`src/rtl/ddr_wr_burst_arbiter.sv`:
```
// Round-robin burst arbiter that shares one AXI write port (AW/W) between two capture FIFOs.
// Each client writes into its own circular DDR region and gets a frame_done pulse when the region wraps.
//
// state | meaning
// IDLE  | DDR not calibrated; region counters held at addr_min
// ARB   | sample FIFO levels and pick the next client
// ADDR  | AWVALID asserted, waiting for AWREADY
// DATA  | granted FIFO streams its burst until WLAST
module ddr_wr_burst_arbiter #(
   parameter int                         CTRL_ADDR_WIDTH = 28,
   parameter int                         BURST_LEN       = 8,
   parameter logic [CTRL_ADDR_WIDTH-1:0] C0_BASE_ADDR    = '0,
   parameter logic [CTRL_ADDR_WIDTH-1:0] C1_BASE_ADDR    = '0
) (
   input  logic                       M_AXI_ACLK,
   input  logic                       M_AXI_ARESETN,
   input  logic                       DDR_INIT_DONE,
   input  logic [8:0]                 c0_wfifo_level,
   input  logic [8:0]                 c1_wfifo_level,
   input  logic [23:0]                c0_addr_min,
   input  logic [23:0]                c0_addr_max,
   input  logic [23:0]                c1_addr_min,
   input  logic [23:0]                c1_addr_max,
   output logic [CTRL_ADDR_WIDTH-1:0] M_AXI_AWADDR,
   output logic [3:0]                 M_AXI_AWLEN,
   output logic                       M_AXI_AWVALID,
   input  logic                       M_AXI_AWREADY,
   input  logic                       M_AXI_WREADY,
   input  logic                       M_AXI_WLAST,
   output logic                       c0_wfifo_rd_req,
   output logic                       c1_wfifo_rd_req,
   output logic                       wdata_sel,
   output logic                       c0_frame_done,
   output logic                       c1_frame_done,
   output logic [3:0]                 arb_state
);

   localparam logic [3:0]  S_IDLE   = 4'b0001;
   localparam logic [3:0]  S_ARB    = 4'b0010;
   localparam logic [3:0]  S_ADDR   = 4'b0100;
   localparam logic [3:0]  S_DATA   = 4'b1000;
   localparam logic [8:0]  LVL_THR  = 9'(BURST_LEN);
   localparam logic [23:0] CNT_STEP = 24'(BURST_LEN);

   logic [3:0]                 r_state;
   logic [3:0]                 w_next;
   logic                       r_awvalid;
   logic                       r_sel;
   logic                       r_last_grant;
   logic                       r_fd0;
   logic                       r_fd1;
   logic [CTRL_ADDR_WIDTH-1:0] r_awaddr;
   logic [23:0]                r_cnt0;
   logic [23:0]                r_cnt1;

   logic                       w_elig0;
   logic                       w_elig1;
   logic                       w_any;
   logic                       w_grant;
   logic                       w_hs;
   logic                       w_wrap0;
   logic                       w_wrap1;
   logic                       w_beat;
   logic [CTRL_ADDR_WIDTH-1:0] w_addr0;
   logic [CTRL_ADDR_WIDTH-1:0] w_addr1;

   assign w_elig0 = c0_wfifo_level > LVL_THR;
   assign w_elig1 = c1_wfifo_level > LVL_THR;
   assign w_any   = w_elig0 | w_elig1;
   // on a tie the client that did not win last time gets the bus
   assign w_grant = (w_elig0 & w_elig1) ? ~r_last_grant : w_elig1;
   assign w_hs    = r_awvalid & M_AXI_AWREADY;
   assign w_wrap0 = r_cnt0 >= (c0_addr_max - CNT_STEP);
   assign w_wrap1 = r_cnt1 >= (c1_addr_max - CNT_STEP);
   assign w_addr0 = C0_BASE_ADDR + CTRL_ADDR_WIDTH'({2'b00, r_cnt0, 2'b00});
   assign w_addr1 = C1_BASE_ADDR + CTRL_ADDR_WIDTH'({2'b00, r_cnt1, 2'b00});
   assign w_beat  = M_AXI_WREADY & ~M_AXI_WLAST;

   always_ff @(posedge M_AXI_ACLK) begin
      if (!M_AXI_ARESETN) r_state <= S_IDLE;
      else                r_state <= w_next;
   end

   always_comb begin
      w_next = r_state;
      case (r_state)
         S_IDLE:  if (DDR_INIT_DONE) w_next = S_ARB;
         S_ARB: begin
            if (!DDR_INIT_DONE) w_next = S_IDLE;
            else if (w_any)     w_next = S_ADDR;
         end
         S_ADDR:  if (w_hs) w_next = S_DATA;
         S_DATA:  if (M_AXI_WLAST) w_next = S_ARB;
         default: w_next = S_IDLE;
      endcase
   end

   always_ff @(posedge M_AXI_ACLK) begin
      if (!M_AXI_ARESETN) begin
         r_awvalid    <= 1'b0;
         r_sel        <= 1'b0;
         r_last_grant <= 1'b1;
         r_fd0        <= 1'b0;
         r_fd1        <= 1'b0;
         r_awaddr     <= '0;
         r_cnt0       <= c0_addr_min;
         r_cnt1       <= c1_addr_min;
      end else begin
         r_fd0 <= 1'b0;
         r_fd1 <= 1'b0;
         case (r_state)
            S_IDLE: begin
               r_cnt0 <= c0_addr_min;
               r_cnt1 <= c1_addr_min;
            end
            S_ARB: begin
               if (DDR_INIT_DONE && w_any) begin
                  r_awvalid    <= 1'b1;
                  r_sel        <= w_grant;
                  r_last_grant <= w_grant;
                  r_awaddr     <= w_grant ? w_addr1 : w_addr0;
               end
            end
            S_ADDR: begin
               if (w_hs) begin
                  r_awvalid <= 1'b0;
                  if (r_sel) begin
                     if (w_wrap1) begin
                        r_cnt1 <= c1_addr_min;
                        r_fd1  <= 1'b1;
                     end else begin
                        r_cnt1 <= r_cnt1 + CNT_STEP;
                     end
                  end else begin
                     if (w_wrap0) begin
                        r_cnt0 <= c0_addr_min;
                        r_fd0  <= 1'b1;
                     end else begin
                        r_cnt0 <= r_cnt0 + CNT_STEP;
                     end
                  end
               end
            end
            default: ;
         endcase
      end
   end

   always_comb begin
      c0_wfifo_rd_req = 1'b0;
      c1_wfifo_rd_req = 1'b0;
      if (r_state == S_DATA) begin
         c0_wfifo_rd_req = ~r_sel & w_beat;
         c1_wfifo_rd_req = r_sel & w_beat;
      end
   end

   assign M_AXI_AWADDR  = r_awaddr;
   assign M_AXI_AWLEN   = 4'(BURST_LEN);
   assign M_AXI_AWVALID = r_awvalid;
   assign wdata_sel     = r_sel;
   assign c0_frame_done = r_fd0;
   assign c1_frame_done = r_fd1;
   assign arb_state     = r_state;

endmodule
```
`config.mk`:
```
export PLATFORM = sky130hd
export DESIGN_NAME = ddr_wr_burst_arbiter
export DESIGN_NICKNAME = d
export VERILOG_FILES = /design/src/rtl/ddr_wr_burst_arbiter.sv
export SDC_FILE = /design/constraint.sdc
export NUM_CORES = 1
export LEC_CHECK = 0
export ABC_AREA = 1
export BUFFER_PORTS_ARGS = -buffer_cell sky130_fd_sc_hd__clkbuf_2
export CAP_MARGIN = 20
export CORE_MARGIN = 4
export CORE_UTILIZATION = 35
export CTS_CLUSTER_DIAMETER = 150
export DETAILED_ROUTE_END_ITERATION = 6
export GPL_TIMING_DRIVEN = 1
export SLEW_MARGIN = 25
export SYNTH_ARGS = -nofsm -noshare
export SYNTH_HDL_FRONTEND = slang
export SYNTH_SLANG_ARGS = --single-unit
```
`constraint.sdc`:
```
create_clock -name M_AXI_ACLK -period 3.6 [get_ports M_AXI_ACLK]
set_input_delay 0 -clock M_AXI_ACLK [delete_from_list [all_inputs] [get_ports M_AXI_ACLK]]
set_output_delay 0 -clock M_AXI_ACLK [all_outputs]
set_load 0.05 [all_outputs]
```
==> run summary, run 1 <==
Initial antenna violation count: 0
PortBufs: 153
Primary FF master, synth: edfxtp_1
Post-synth top area share: 0.199
Core area: 20300 sq um
Critical Path Stages: 7
Die Height: 152 um
Worst r2r dst: r_cnt0[7]
Reg-to-reg startpoint: r_cnt0[11]
WP buf/inv: 3
Setup crit end: r_cnt0[7]
Gr ovfl total: 0
Crit path launch type: input port
CTS Buf Count: 9
Root buffer cell: clkbuf_16
Yosys warns: 0
Fmax achieved: 355 MHz
Via count: 6907
CP cell instances: dlygate4sd3_1 -> clkbuf_2 -> clkinv_1 -> nor2_8 -> nand3_4 -> nand2_1 -> o21ai_2
Number of antenna diodes: 0
Seq cells post-synth: 81
Worst min path class: input port to register
Dpl hpwl: 16000 um
Uppermost routed layer: met4
Setup CP Type: input port to register
Routed wire length per instance: 13.0 um
Reg clk slew, reported paths: 0.06 ns
FFs w/ async S/R, synth: 0
Synth unique cells: 39
Final ANT Viol Nets: 0
Worst EP arrival: 2.91 ns
Nets: 1407
Synthesized area per cell: 6.84 sq um
Top post-synthesis cells by area: edfxtp_1, nand2_1, dfxtp_1, inv_1, ha_1
Register area share after synthesis: 0.290
# Post-CTS Setup Buffers: 0
CTS tree: built
Worst path top cell family by delay: buffers and inverters
First-pass GRT wire length: 32800 um
Clock sink count: 81
Synth cell count leaders: nand2_1, inv_1, nor2_1
Gpl congestion: 0.866
Reg2reg path depth: 11
Worst VDD drop: 0.197 mV
Static Leak: 4.48 nW
Area Growth Syn to Fin: 21.1%
Routed length on met2: 9470 um
Drt first pass iters: 5
Met3 wire len: 856 um
Core Rows: 52
RSZ-0062 raised after global routing: no
CP Max Fanout: 33
Worst EP required: 3.69 ns
Fillers: 2205
Die area: 23100 sq um
Crit-path max cell delay: 0.78 ns
Final min period: 2.82 ns
Starting Density: 0.357
Post-synth EDFFs: 48
Max_cap viols: 0
# resized after CTS: 0
Clock Tree Buf Depth: 2
Finished Core Util: 0.433
I/O pin count: 162
CTS Hold Buffers Added: 30
Non-Filler Instances: 1510
Setup TNS: 0 ns
Post-route DRC: 0
Share of cells above drive strength 1: 0.176
Final period util: 0.783
Initial drt markers: 413
Gr usage total: 0.169
Skew final: 0.00525 ns
Worst Setup End Kind: register
Fin. max-slew vios: 0
Slew HR: 0.367
Htree depth: 3
Pwr per Cell Area: 334 nW/um^2
Worst Tran Pin Value: 0.944 ns
CP startpoint: M_AXI_ARESETN
Internal reg-to-reg setup slack: 1.15 ns
Die W: 152 um
Status: finished, final reports clean
Hold_ws: 0.00897 ns
Post-layout instance area: 8780 sq um
Pin count of the biggest net entering global routing: 34
DP Area: 8210 sq um
Final WL: 19700 um
Via density: 4.57
Synth Cell Area: 7250 sq um
Placed insts: 1464
CP max stage cell: clkinv_1
Final setup fails: 0
Count leader, synth: nand2_1
Clk_lat worst skew: 0.34 ns
Met1 WL: 9040 um
Hold Violations, Final: 0
Post-Syn Instances: 1060
Vias in the first global route: 6761
Largest area contributor in the synthesized netlist: edfxtp_1
-- flip-flops by register name (all words and copies together), names as in the netlist --
signal	cells
r_last_grant	1
wdata_sel	1
c0_frame_done	1
c1_frame_done	1
M_AXI_AWVALID	1
r_cnt0	24
arb_state	4
M_AXI_AWADDR	24
r_cnt1	24
-- per-layer routing --
metal / global-route usage / vias to the layer above
met5: 0 / -
met4: 0.0411 / 0
met3: 0.0245 / 19
met2: 0.298 / 160
met1: 0.219 / 3011
li1: - / 3717
-- how the worst min path moves through the flow --
stage | endpoint | cells past startpoint | start
final | r_cnt1[18] | 5 | c1_addr_min[18]
after global routing | r_cnt1[18] | 5 | c1_addr_min[18]
after CTS | r_cnt1[7] | 5 | c1_addr_min[7]
after detailed placement | r_cnt0[0] | 3 | c0_addr_min[0]
after global placement | r_cnt0[1] | 3 | c0_addr_min[1]
after floorplan | r_cnt0[0] | 2 | c0_addr_min[0]
-- worst reg2reg max path: stages (launching register included) --
cell	delay, ns
edfxtp_1	0.51
ha_1	0.36
nand2_1	0.08
inv_1	0.04
nand2_1	0.05
nand2_1	0.04
nand2_1	0.05
nand2_1	0.10
a21oi_4	0.32
nand3_4	0.39
nand2_1	0.20
o21ai_2	0.06
-- cell type report --
class | count | area (sq um) | area share
well taps | 270 | 338 | 0.0385
repair buffers | 188 | 1100 | 0.126
multi-input cells | 773 | 4280 | 0.487
flip-flops and latches | 81 | 2100 | 0.239
clock buffers | 9 | 225 | 0.0256
inverters | 182 | 686 | 0.0781
clock inverters | 7 | 47.5 | 0.00541
-- cells in the final DEF (no fill, tap or decap), types with 3 or more instances in the layout --
cell / n
nand4_1: 35
nand3_4: 3
o21ai_0: 4
dfxtp_1: 33
clkbuf_16: 9
nand2_2: 3
clkinv_2: 3
nor2_1: 94
nand3_1: 83
nand2_1: 312
dlygate4sd3_1: 30
nor2_2: 4
inv_2: 4
a21oi_1: 42
buf_4: 5
o21ai_1: 9
inv_1: 175
nor2_4: 6
clkbuf_2: 153
ha_1: 52
nand3_2: 3
nor4_1: 5
nor3_1: 12
nand3b_1: 14
conb_1: 8
xnor2_1: 19
xor2_1: 41
nor3_2: 3
o21ai_2: 7
edfxtp_1: 48
-- where the power goes --
part | switching (mW) | leakage [nW] | total (mW) | internal (mW)
logic | 0.534 | 3.59 | 0.857 | 0.323
registers | 0.129 | 0.759 | 1.23 | 1.10
clock network | 0.389 | 0.131 | 0.855 | 0.466
-- kinds of logic after synthesis --
logic type,after synthesis,share of synthesized area
simple gates,584,0.367
buf+inv,212,0.125
flops,81,0.290
compound gates,69,0.0554
xor+xnor,60,0.0725
fa+ha+maj,52,0.0897
other cells,2,0.00104
-- metrics by stage --
stage	setup slack [ns]	power, mW
after floorplan	0.674	1.80
after global placement	0.436	2.07
after detailed placement	0.422	2.08
after CTS	0.766	2.96
after global routing	0.390	3.14
final	0.782	2.94
Note: power is estimated with default switching activity, not from simulation.
==> run 2: changes to the inputs <==
- ABC_AREA: 1 -> 0
- clock period: 3.6 -> 2.3 ns (I/O delays scaled with it)
==> run summary, run 2 <==
CTS Buf Count: 9
Top post-synthesis cells by area: edfxtp_1, dfxtp_1, ha_1, xnor2_1, mux2_2
Placed insts: 1101
Hold path depth: 2
Area Growth Syn to Fin: 55.2%
Fin. max-slew vios: 0
Fmax achieved: 331 MHz
Via count: 5691
Primary FF master, synth: edfxtp_1
Root buffer cell: clkbuf_16
Worst setup margin: -0.723 ns
Gpl congestion: 0.864
Htree depth: 3
Post-Synth Simple-Gate Area: 0.173
Grt peak-use layer: met2
Fillers: 1443
I/O pin count: 162
Non-Filler Instances: 1175
Pin count of the biggest net entering global routing: 51
Post-Syn Instances: 613
Area of the multi-input gates: 4070 sq um
Worst Hold Endpoint: r_cnt1[8]
First-pass GRT wire length: 28600 um
Commonest non-fill, non-tap cell in the layout: clkbuf_2
Clock Tree Buf Depth: 2
Post-layout instance area: 9270 sq um
Max_cap viols: 0
PortBufs: 153
Post-synth EDFFs: 48
Starting Density: 0.359
Post-Synth Adder-Cell Area: 0.109
Final period util: 1.31
RSZ-0062 raised after global routing: yes
Mux share of post-synthesis cell area: 0.122
Reg clk slew, reported paths: 0.06 ns
Final min period: 3.02 ns
Vias in the first global route: 5610
Worst EP arrival: 3.10 ns
Core Rows: 47
FFs w/ async S/R, synth: 0
Routed wire length per instance: 15.3 um
Commonest cells after routing, fill and taps aside: clkbuf_2, buf_4, xnor2_1
FF/Latch Area: 2100 sq um
Worst EP required: 2.38 ns
Static Leak: 4.24 nW
Dpl hpwl: 14200 um
Share of cells above drive strength 1: 0.414
Synth Cell Area: 5980 sq um
Largest area contributor in the synthesized netlist: edfxtp_1
Largest family of logic cells by synthesized area: simple AND/OR/NAND/NOR gates
Worst Setup End Kind: register
Final WL: 17900 um
Worst VDD drop: 0.359 mV
Grt met1 use: 0.250
Finished Core Util: 0.557
Post-synth top area share: 0.241
Initial drt markers: 231
Final setup fails: 56
Via density: 4.84
Worst min path class: input port to register
Synth unique cells: 49
Worst r2r dst: r_cnt1[17]
Gr ovfl total: 0
Synth cell count leaders: xnor2_1, ha_1, edfxtp_1
CTS tree: built
Seq cells post-synth: 81
Pwr per Cell Area: 731 nW/um^2
Setup CP Type: input port to register
Initial antenna violation count: 0
Violated checks: negative setup slack
Dpl ws: -1.22 ns
Synthesized area per cell: 9.75 sq um
Number of antenna diodes: 0
Internal reg-to-reg setup slack: -0.45 ns
Die Height: 139 um
Status: complete, but fails checks
M2 GR Usage: 0.304
Register area share after synthesis: 0.352
Clk_lat worst skew: 0.34 ns
Drt first pass iters: 5
Hold Violations, Final: 0
Die area: 19200 sq um
Post-route DRC: 0
DP Area: 8060 sq um
Count leader, synth: xnor2_1
Nets: 1122
Yosys warns: 0
Final ANT Viol Nets: 0
Gr usage total: 0.182
CP Max Fanout: 6
Clock sink count: 81
Routing usage on met3: 0.0297
Crit path launch type: input port
Reg2reg path depth: 8
Core area: 16600 sq um
Reg-to-reg startpoint: r_cnt1[9]
Synth Area in Compound Gates: 0.0957
Post-Synth XOR/XNOR Area: 0.113
Skew final: 0.00837 ns
Hold Path Origin: c1_addr_min[8]
Die W: 139 um
## run 2: cell types whose count changed after synthesis, sizes merged, moves of 10 or more
cell    previous run  this run
nand2            317        39
mux2               0        40
nor2b              0        10
nand4             35        12
nand3b            14         2
mux2i              0        24
o21ai             20        32
nand3             89        28
nor2             106        39
xor2              41        19
buf               26        16
xnor2             19        58
inv              181        15
## run 2: critical path: stages
cell and delay [ns]:
buf_6 0.09, or3_4 0.37, or3_4 0.35, nor2_4 0.15, nand3_4 0.16, nor2_2 0.16
xnor2_2 0.09, ha_1 0.30, and4_1 0.20, a221oi_2 0.23, o21ai_2 0.12, a211oi_4 0.27
buf_6 0.17, buf_12 0.13, mux2_4 0.30
## run 2: metal layers
metal  part of all wire  routed length, um
met1               0.47               8430
met2               0.47               8460
met3              0.046                825
met4              0.012                211
met5                  0                  0
## run 2: cell type report
cell class | count | share of cell area
Sequential cell | 81 | 0.227
Inverter | 15 | 0.00607
Clock inverter | 5 | 0.00607
Timing Repair Buffer | 345 | 0.267
Multi-Input combinational cell | 498 | 0.439
Clock buffer | 11 | 0.0251
Tap cell | 220 | 0.0297
## run 2: how the worst max path moves through the flow
stage | end | from | slack (ns) | depth (start not counted)
after global routing | r_cnt0[16] | c0_addr_max[10] | -0.88 | 16
after floorplan | r_cnt0[10] | c0_addr_max[10] | -0.97 | 14
after CTS | r_cnt1[17] | c1_addr_max[6] | -0.72 | 15
after detailed placement | r_cnt0[20] | c0_addr_max[10] | -1.22 | 15
final | r_cnt0[8] | c0_addr_max[10] | -0.72 | 15
after global placement | r_cnt0[13] | c0_addr_max[10] | -1.12 | 15
## run 2: cell families (layout without fill, tap and decap cells)
kind of cell	after synthesis	count (layout)
and+or+nand+nor	197	197
xor gates and xnor gates	77	77
AOI/OAI and AO/OA	100	100
other	2	8
muxes	64	64
DFF	81	81
adders and majority gates	52	52
buffers and inverters	40	376
## run 2: through the flow
step	hold WS [ns]	TNS, ns	total power [mW]
2_1_floorplan	0.138	-44.21	3.88
3_3_place_gp	0.288	-57.39	5.12
3_5_place_dp	0.297	-60.90	5.16
4_1_cts	0.0000689	-36.59	6.76
5_1_grt	0.00251	-45.55	7.22
6_report	0.00750	-36.60	6.78
## run 2: repair_timing
action / 4_1_cts / 5_1_grt
buffers inserted: 6 / 4
resized for setup: 41 / 28
hold buffers: 45 / 1
pin swaps: 11 / 7
endpoints found under the setup margin: 56 / 56
gates cloned: 2 / 1
endpoints found under the hold margin: 45 / 1
## run 2: where the power goes
group | total (mW) | internal [mW] | switching [mW]
registers | 2.20 | 1.98 | 0.225
logic | 3.16 | 1.45 | 1.71
clock network | 1.42 | 0.840 | 0.579
total | 6.78 | 4.27 | 2.51
